--- config.mk ---
export PLATFORM = sky130hd
export DESIGN_NAME = mem_arbiter_flat
export DESIGN_NICKNAME = d
export VERILOG_FILES = /design/src/rtl/mem_arbiter_if.sv /design/src/rtl/mem_arbiter.sv /design/src/flat_wrapper.sv
export SDC_FILE = /design/constraint.sdc
export NUM_CORES = 1
export LEC_CHECK = 0
export CAP_MARGIN = 20
export CORE_UTILIZATION = 33
export CTS_CLUSTER_SIZE = 12
export DETAILED_ROUTE_END_ITERATION = 10
export HOLD_SLACK_MARGIN = 0.03
export PLACE_DENSITY = 0.95
export SLEW_MARGIN = 20
export SYNTH_ARGS = -nofsm -noshare
export SYNTH_HDL_FRONTEND = slang
export SYNTH_SLANG_ARGS = --single-unit
--- constraint.sdc ---
create_clock -name CLK -period 2.16 [get_ports CLK]
set_input_delay 0.432 -clock CLK [delete_from_list [all_inputs] [get_ports CLK]]
set_output_delay 0.432 -clock CLK [all_outputs]
set_load 0.02 [all_outputs]
--- src/rtl/mem_arbiter_if.sv ---
// Bus bundle between the two requesters (CPU, DMA), the arbiter and memory.
// slave  : the arbiter's view
// master : the view of the requesters and the memory model
interface mem_arbiter_if #(
   parameter int DATA_W = 8,
   parameter int ADDR_W = 8
);
   logic              cpu_req;
   logic [ADDR_W-1:0] cpu_addr;
   logic [DATA_W-1:0] cpu_wdata;
   logic              cpu_rw;
   logic              cpu_ack;
   logic [DATA_W-1:0] cpu_rdata;

   logic              dma_req;
   logic [ADDR_W-1:0] dma_addr;
   logic [DATA_W-1:0] dma_wdata;
   logic              dma_rw;
   logic              dma_ack;
   logic [DATA_W-1:0] dma_rdata;

   logic              mem_en;
   logic [ADDR_W-1:0] mem_addr;
   logic [DATA_W-1:0] mem_wdata;
   logic              mem_rw;
   logic [DATA_W-1:0] mem_rdata;

   logic [1:0]        owner;

   modport slave (
      input  cpu_req, cpu_addr, cpu_wdata, cpu_rw,
      output cpu_ack, cpu_rdata,
      input  dma_req, dma_addr, dma_wdata, dma_rw,
      output dma_ack, dma_rdata,
      output mem_en, mem_addr, mem_wdata, mem_rw,
      input  mem_rdata,
      output owner
   );

   modport master (
      output cpu_req, cpu_addr, cpu_wdata, cpu_rw,
      input  cpu_ack, cpu_rdata,
      output dma_req, dma_addr, dma_wdata, dma_rw,
      input  dma_ack, dma_rdata,
      input  mem_en, mem_addr, mem_wdata, mem_rw,
      output mem_rdata,
      input  owner
   );
endinterface

--- src/rtl/mem_arbiter.sv ---
// Two-requester memory arbiter. CPU normally wins; DMA gets bursts of up to
// MAX_BURST transfers and overrides CPU once it has waited STARVE_LIMIT cycles.
// Each transfer is ACC (strobe to memory) followed by ACK (return data/ack).
module mem_arbiter #(
   parameter int DATA_W       = 8,
   parameter int ADDR_W       = 8,
   parameter int MAX_BURST    = 4,
   parameter int STARVE_LIMIT = 8
) (
   input logic          CLK,
   input logic          RSTn,
   mem_arbiter_if.slave bus
);
   localparam int BW = $clog2(MAX_BURST + 1);
   localparam int SW = $clog2(STARVE_LIMIT + 1);

   typedef enum logic [2:0] {IDLE, C_ACC, C_ACK, D_ACC, D_ACK} state_t;

   state_t          state, nxt, arb_nxt;
   logic [BW-1:0]   burst_cnt;
   logic [SW-1:0]   starve_cnt;
   logic            starve_full;
   logic            in_dma;
   logic            burst_open;

   assign starve_full = (starve_cnt == SW'(STARVE_LIMIT));
   assign in_dma      = (state == D_ACC) || (state == D_ACK);
   assign burst_open  = (burst_cnt < BW'(MAX_BURST));

   // State register
   always_ff @(posedge CLK or negedge RSTn) begin
      if (!RSTn) state <= IDLE;
      else       state <= nxt;
   end

   // Arbitration decision and next-state selection
   always_comb begin
      arb_nxt = IDLE;
      if (bus.dma_req && starve_full) arb_nxt = D_ACC;
      else if (bus.cpu_req)           arb_nxt = C_ACC;
      else if (bus.dma_req)           arb_nxt = D_ACC;

      nxt = IDLE;
      case (state)
         IDLE, C_ACK: nxt = arb_nxt;
         C_ACC:       nxt = C_ACK;
         D_ACC:       nxt = D_ACK;
         D_ACK:       nxt = (bus.dma_req && burst_open) ? D_ACC : arb_nxt;
         default:     nxt = IDLE;
      endcase
   end

   // Burst length tracking; a DMA regrant via normal arbitration after a full
   // burst counts as a fresh grant, so the counter restarts instead of wrapping
   always_ff @(posedge CLK or negedge RSTn) begin
      if (!RSTn)
         burst_cnt <= '0;
      else if (nxt == D_ACC)
         burst_cnt <= (state == D_ACK && burst_open) ? burst_cnt + BW'(1) : BW'(1);
      else if (nxt != D_ACK)
         burst_cnt <= '0;
   end

   // DMA wait counter, saturating, cleared whenever DMA is granted
   always_ff @(posedge CLK or negedge RSTn) begin
      if (!RSTn)
         starve_cnt <= '0;
      else if (nxt == D_ACC)
         starve_cnt <= '0;
      else if (bus.dma_req && !in_dma && !starve_full)
         starve_cnt <= starve_cnt + SW'(1);
   end

   // Output decode from state; idle bus is all zero with mem_rw parked at read
   always_comb begin
      bus.mem_en    = 1'b0;
      bus.mem_addr  = '0;
      bus.mem_wdata = '0;
      bus.mem_rw    = 1'b1;
      bus.cpu_ack   = 1'b0;
      bus.cpu_rdata = '0;
      bus.dma_ack   = 1'b0;
      bus.dma_rdata = '0;
      bus.owner     = 2'd0;
      case (state)
         C_ACC: begin
            bus.mem_en    = 1'b1;
            bus.mem_addr  = bus.cpu_addr;
            bus.mem_wdata = bus.cpu_wdata;
            bus.mem_rw    = bus.cpu_rw;
            bus.owner     = 2'd1;
         end
         C_ACK: begin
            bus.cpu_ack   = 1'b1;
            bus.cpu_rdata = bus.mem_rdata;
            bus.owner     = 2'd1;
         end
         D_ACC: begin
            bus.mem_en    = 1'b1;
            bus.mem_addr  = bus.dma_addr;
            bus.mem_wdata = bus.dma_wdata;
            bus.mem_rw    = bus.dma_rw;
            bus.owner     = 2'd2;
         end
         D_ACK: begin
            bus.dma_ack   = 1'b1;
            bus.dma_rdata = bus.mem_rdata;
            bus.owner     = 2'd2;
         end
         default: ;
      endcase
   end
endmodule

--- src/flat_wrapper.sv ---
// flat-port wrapper written by rule: the top's interface ports become plain ports
module mem_arbiter_flat 
#(
   parameter int DATA_W       = 8,
   parameter int ADDR_W       = 8,
   parameter int MAX_BURST    = 4,
   parameter int STARVE_LIMIT = 8
)
  (CLK, RSTn, bus_cpu_req, bus_cpu_addr, bus_cpu_wdata, bus_cpu_rw, bus_cpu_ack, bus_cpu_rdata, bus_dma_req, bus_dma_addr, bus_dma_wdata, bus_dma_rw, bus_dma_ack, bus_dma_rdata, bus_mem_en, bus_mem_addr, bus_mem_wdata, bus_mem_rw, bus_mem_rdata, bus_owner);
  mem_arbiter_if #(.DATA_W(DATA_W), .ADDR_W(ADDR_W)) bus_i ();
  input logic CLK;
  input logic RSTn;
  input wire logic [$bits(bus_i.cpu_req)-1:0] bus_cpu_req;
  input wire logic [$bits(bus_i.cpu_addr)-1:0] bus_cpu_addr;
  input wire logic [$bits(bus_i.cpu_wdata)-1:0] bus_cpu_wdata;
  input wire logic [$bits(bus_i.cpu_rw)-1:0] bus_cpu_rw;
  output wire logic [$bits(bus_i.cpu_ack)-1:0] bus_cpu_ack;
  output wire logic [$bits(bus_i.cpu_rdata)-1:0] bus_cpu_rdata;
  input wire logic [$bits(bus_i.dma_req)-1:0] bus_dma_req;
  input wire logic [$bits(bus_i.dma_addr)-1:0] bus_dma_addr;
  input wire logic [$bits(bus_i.dma_wdata)-1:0] bus_dma_wdata;
  input wire logic [$bits(bus_i.dma_rw)-1:0] bus_dma_rw;
  output wire logic [$bits(bus_i.dma_ack)-1:0] bus_dma_ack;
  output wire logic [$bits(bus_i.dma_rdata)-1:0] bus_dma_rdata;
  output wire logic [$bits(bus_i.mem_en)-1:0] bus_mem_en;
  output wire logic [$bits(bus_i.mem_addr)-1:0] bus_mem_addr;
  output wire logic [$bits(bus_i.mem_wdata)-1:0] bus_mem_wdata;
  output wire logic [$bits(bus_i.mem_rw)-1:0] bus_mem_rw;
  input wire logic [$bits(bus_i.mem_rdata)-1:0] bus_mem_rdata;
  output wire logic [$bits(bus_i.owner)-1:0] bus_owner;
  assign bus_i.cpu_req = bus_cpu_req;
  assign bus_i.cpu_addr = bus_cpu_addr;
  assign bus_i.cpu_wdata = bus_cpu_wdata;
  assign bus_i.cpu_rw = bus_cpu_rw;
  assign bus_cpu_ack = bus_i.cpu_ack;
  assign bus_cpu_rdata = bus_i.cpu_rdata;
  assign bus_i.dma_req = bus_dma_req;
  assign bus_i.dma_addr = bus_dma_addr;
  assign bus_i.dma_wdata = bus_dma_wdata;
  assign bus_i.dma_rw = bus_dma_rw;
  assign bus_dma_ack = bus_i.dma_ack;
  assign bus_dma_rdata = bus_i.dma_rdata;
  assign bus_mem_en = bus_i.mem_en;
  assign bus_mem_addr = bus_i.mem_addr;
  assign bus_mem_wdata = bus_i.mem_wdata;
  assign bus_mem_rw = bus_i.mem_rw;
  assign bus_i.mem_rdata = bus_mem_rdata;
  assign bus_owner = bus_i.owner;
  mem_arbiter #(.DATA_W(DATA_W), .ADDR_W(ADDR_W), .MAX_BURST(MAX_BURST), .STARVE_LIMIT(STARVE_LIMIT)) u_core (.CLK(CLK), .RSTn(RSTn), .bus(bus_i));
endmodule
Word level (Yosys, flattened, before mapping)
Cells that the tools add are included.

Word-level logic and storage cells: 47. Input port bits: 46. Bits in registers: 10. Output and inout port bits: 38.

Muxes and demuxes: 19. Reduce and logical (&&, ||, !) cells: 15. Add/sub/neg operators: 2. Equality and inequality tests: 7. Magnitude comparators: 1.

Operators with widths (count): one-hot mux 8 bit (2 select lines) (2); two-way mux 3 bit (6); two-way mux 8 bit (2); one-hot mux 3 bit (4 select lines) (1); == test 3 x 2 -> 1 bit, second input constant (3); two-way mux 4 bit (2); OR reduction 2 bit (4); logical AND 1 bit (5); adder 4 x 1 -> 4 bit, second input constant (1); == test 4 bit, second input constant (1); one-hot mux 2 bit (2 select lines) (1); nonzero test 2 bit (2); adder 3 x 1 -> 3 bit, second input constant (1); == test 3 x 1 -> 1 bit, second input constant (1); == test 3 bit, second input constant (1); zero test 3 bit (1); less-than comparator 3 bit, second input constant (1); two-way mux 1 bit (3); != test 3 bit, second input constant (1); zero test 1 bit (2); two-way mux 2 bit (1); one-hot mux 1 bit (2 select lines) (1); logical OR 1 bit (1).

Depth between registers and ports, before layout
Depth after elaboration: 8. Mapped depth: 6. Gate-level depth less buffers: 6.

Worst setup path before layout
No wires, ideal clock.

Kind: reg2out. Start point: register u_core.state[0]. End point: output port bus_cpu_rdata[0]. Buffers on the path: 0. Data required time: 1728 ps. Slack: 151 ps. Arrival time: 1577 ps. Cell stages (with the launch flop): 3. Cells stage by stage: dfrtp_1 nor3b_1 and2_1.

Cells in the longest elaborated chain, start to end: 2.

RTL lines: from (decl) (line mem_arbiter.sv:19) `state_t state, nxt, arb_nxt;`; from (signal assigned) (line mem_arbiter.sv:33) `else state <= nxt;`; == test 3 x 2 -> 1 bit (line mem_arbiter.sv:85) `case (state)`; two-way mux 8 bit (line mem_arbiter.sv:85); to (decl) (line flat_wrapper.sv:18) `output wire logic [$bits(bus_i.cpu_rdata)-1:0] bus_cpu_rdata;`.

Every way passes these cells.

Worst setup path in the final report
Start point: register u_core.state[1]. End point: output port bus_owner[1].

Cells in the longest elaborated chain, start to end: 3. Elaborated cells between the ends (all ways): 7. Those cells by class: eq/ne: 4; mux: 1; reduce/logical: 2.

RTL lines: == test 3 bit (tied with other cells) (line mem_arbiter.sv:85); OR reduction 2 bit (no source line); one-hot mux 2 bit (2 select lines) * (line mem_arbiter.sv:85); to (decl) (line flat_wrapper.sv:30) `output wire logic [$bits(bus_i.owner)-1:0] bus_owner;`.

Mark *: on every way between the ends. The rest lies on a longest branch, timed or not.

==> impl_metrics.env <==
export IMPL_avgSynthCellArea_um2=8.73
export IMPL_ys_flop_type="dfrtp_1"
export IMPL_nets=246
export IMPL_grt_pass1_wl_um=4180
export IMPL_cp_end_kind="output pin"
export IMPL_min_period_ns=2.08
export IMPL_grt_max_degree=19
export IMPL_rsz0062_at_grt="no"
export IMPL_combPwrFrac=0.760
export IMPL_cts_hold_buf=0
export IMPL_yosysWarnings=0
export IMPL_p_sw_frac=0.465
export IMPL_ios=84
export IMPL_cts_inserted_buffers=3
export IMPL_arrival_ns=1.65
export IMPL_die_area_um2=3020
export IMPL_critPathKind="register to output pin"
export IMPL_synthCells=106
export IMPL_hold_class="input pin to async pin"
export IMPL_synth_area_um2=926
export IMPL_yosys_register_bits=10
export IMPL_cts_setup_buffers=0
export IMPL_slew_limit_headroom=0.687
export IMPL_initialDrtViolationCount=9
export IMPL_synth_edf_count=0
export IMPL_synthTopCellsByArea="dfrtp_1, mux2i_1, and2_1"
export IMPL_grt_overflow_total=0
export IMPL_drive_gt1_frac=0.0872
export IMPL_clkTransAtPathRegs_ns=0.06
export IMPL_maxCapViolations=0
export IMPL_yosys_area_top_type="dfrtp_1"
export IMPL_wl_per_cell_um=12.8
export IMPL_cts_sinks=10
export IMPL_dp_cells=222
export IMPL_seq_power_share=0.170
export IMPL_yosysSeqAreaShare=0.270
export IMPL_synth_most_common_cell="nor2_1"
export IMPL_cts_tree="built"
export IMPL_io_buffers=83
export IMPL_powerDensity_nw_per_um2=939
export IMPL_crit_fanout=4
export IMPL_slowest_stage="or3b_4"
export IMPL_chipWidth_um=55.0
export IMPL_globalRouteTotalUtil=0.192
export IMPL_hold_violations=0
export IMPL_setup_violations=0
export IMPL_h_tree_depth=1
export IMPL_cts_resized=39
export IMPL_ys_top_cells_by_count="nor2_1, mux2i_1, and2_1"
export IMPL_viasPerCell=4.71
export IMPL_dpl_hpwl_um=2420
export IMPL_skew_ns=0.00523
export IMPL_core_um2=2570
export IMPL_rows=18
export IMPL_max_freq_ghz=0.481
export IMPL_p_leak_nw=0.890
export IMPL_status="complete, no violations"
export IMPL_path_cells="or3b_4, buf_4, or2b_1, clkdlybuf4s15_1"
export IMPL_grt_pass1_vias=967
export IMPL_tightest_slew_ns=0.469
export IMPL_die_h_um=55.0
export IMPL_fin_crit_sh=0.962
export IMPL_setup_tns_ns=0
export IMPL_root_buffer="clkbuf_4"
export IMPL_ir_drop_v=0.000780
export IMPL_syn2layout_area_growth_pct=97.4
export IMPL_slew_violations=0
export IMPL_insertion_delay_ns=0.25
export IMPL_via_count=1059
export IMPL_start_util=0.361
export IMPL_place_congestion=0.781
export IMPL_power_switching_w=0.000798
export IMPL_antenna_found_initial=0
export IMPL_dr_pass1_iters=4
export IMPL_p_int_w=0.000919
export IMPL_clkPwrFrac=0.070
export IMPL_critPathMaxStageDelay_ns=0.41
export IMPL_nFillCells=216
export IMPL_final_cell_count_no_fill=225
export IMPL_yosysUniqueCellTypes=29
export IMPL_clk_path_buf_depth=2
export IMPL_n_antenna_cell=0
export IMPL_cp_start_kind="register"
export IMPL_drt_wl_total_um=2880
export IMPL_synth_top_cell_area_share=0.270
export IMPL_async_flop_share=1.00
export IMPL_synth_net_count=155
export IMPL_ant_nets=0
export IMPL_cp_required_ns=1.73
export IMPL_drc=0
## per-stage QoR
step | setup WS, ns | hold slack, ns | util | cell area, µm² | power (W)
finish | 0.0827 | 0.497 | 0.712 | 1830 | 0.00172
detailed placement | -0.0114 | 0.494 | 0.714 | 1830 | 0.00174
CTS | 0.0421 | 0.502 | 0.706 | 1810 | 0.00172
global route | 0.000878 | 0.525 | 0.712 | 1830 | 0.00185
floorplan | 0.151 | 0.136 | - | 926 | 0.00110
global placement | 0.0613 | 0.476 | 0.714 | 1830 | 0.00169
## flip-flops by register name (all words and copies together) (netlist names)
signal             flops
u_core.starve_cnt      4
u_core.burst_cnt       3
u_core.state           3
## kinds of logic after synthesis
kind of cell	after synthesis	synth area share
DFF	10	0.270
adders and majority gates	3	0.0405
and+or+nand+nor	54	0.322
muxes	18	0.195
buffers and inverters	10	0.0594
xor gates and xnor gates	4	0.0378
AOI/OAI and AO/OA	7	0.0757
## layer usage
metal | routed length, µm | global-route usage
met5 | 0 | 0
met2 | 1610 | 0.373
met4 | 23 | 0.0458
met1 | 1070 | 0.207
met3 | 182 | 0.0410
## power by group through the flow
stage | registers [W] | clock network (W) | logic, W
finish | 0.000292 | 0.000120 | 0.00131
CTS | 0.000291 | 0.000124 | 0.00131
detailed placement | 0.000293 | 0 | 0.00145
global placement | 0.000285 | 0 | 0.00141
floorplan | 0.000295 | 0 | 0.000805
global route | 0.000301 | 0.000135 | 0.00141
## worst paths after layout
| check | start | endpoint | slack, ns | cells past startpoint |
|---|---|---|---|---|
| min in group CLK | u_core.burst_cnt[1]$_DFFE_PN0P_ | u_core.burst_cnt[1]$_DFFE_PN0P_ | 0.51 | 1 |
| setup / recovery | u_core.state[1]$_DFF_PN0_ | bus_owner[1] | 0.08 | 4 |
| max in group asynchronous | RSTn | u_core.state[2]$_DFF_PN0_ | 1.34 | 1 |
| hold / removal | RSTn | u_core.starve_cnt[1]$_DFFE_PN0P_ | 0.50 | 1 |
| setup reg to reg | u_core.state[1]$_DFF_PN0_ | u_core.starve_cnt[1]$_DFFE_PN0P_ | 0.66 | 6 |
| hold reg to reg | u_core.burst_cnt[1]$_DFFE_PN0P_ | u_core.burst_cnt[1]$_DFFE_PN0P_ | 0.51 | 1 |
## placed cells by master, fill, tap and decap left out, types with 2 or more instances in the layout
| cell type | instances |
|---|---|
| mux2i_1 | 18 |
| and2_1 | 17 |
| clkdlybuf4s50_1 | 45 |
| xnor2_1 | 4 |
| a32o_1 | 2 |
| nand2_1 | 3 |
| dlygate4sd2_1 | 22 |
| nor2_1 | 22 |
| or2b_1 | 2 |
| buf_4 | 8 |
| inv_1 | 3 |
| clkdlybuf4s15_1 | 15 |
| dfrtp_1 | 10 |
| ha_1 | 3 |
| clkbuf_4 | 3 |
## worst max-delay path, delay by kind of cell, from the launching register on
| kind | cells | cell delay, ns |
|---|---|---|
| buffers and inverters | 2 | 0.46 |
| flip-flops | 1 | 0.38 |
| AND/OR/NAND/NOR | 2 | 0.56 |
## final cells by class
cell class	count	area, µm²	share of cell area
well taps	30	37.5	0.0205
multi-input cells	86	621	0.339
flip-flops and latches	10	250	0.137
clock buffers	3	22.5	0.0123
inverters	4	18.8	0.0103
repair buffers	92	878	0.480
(Power assumes the default switching activity.)
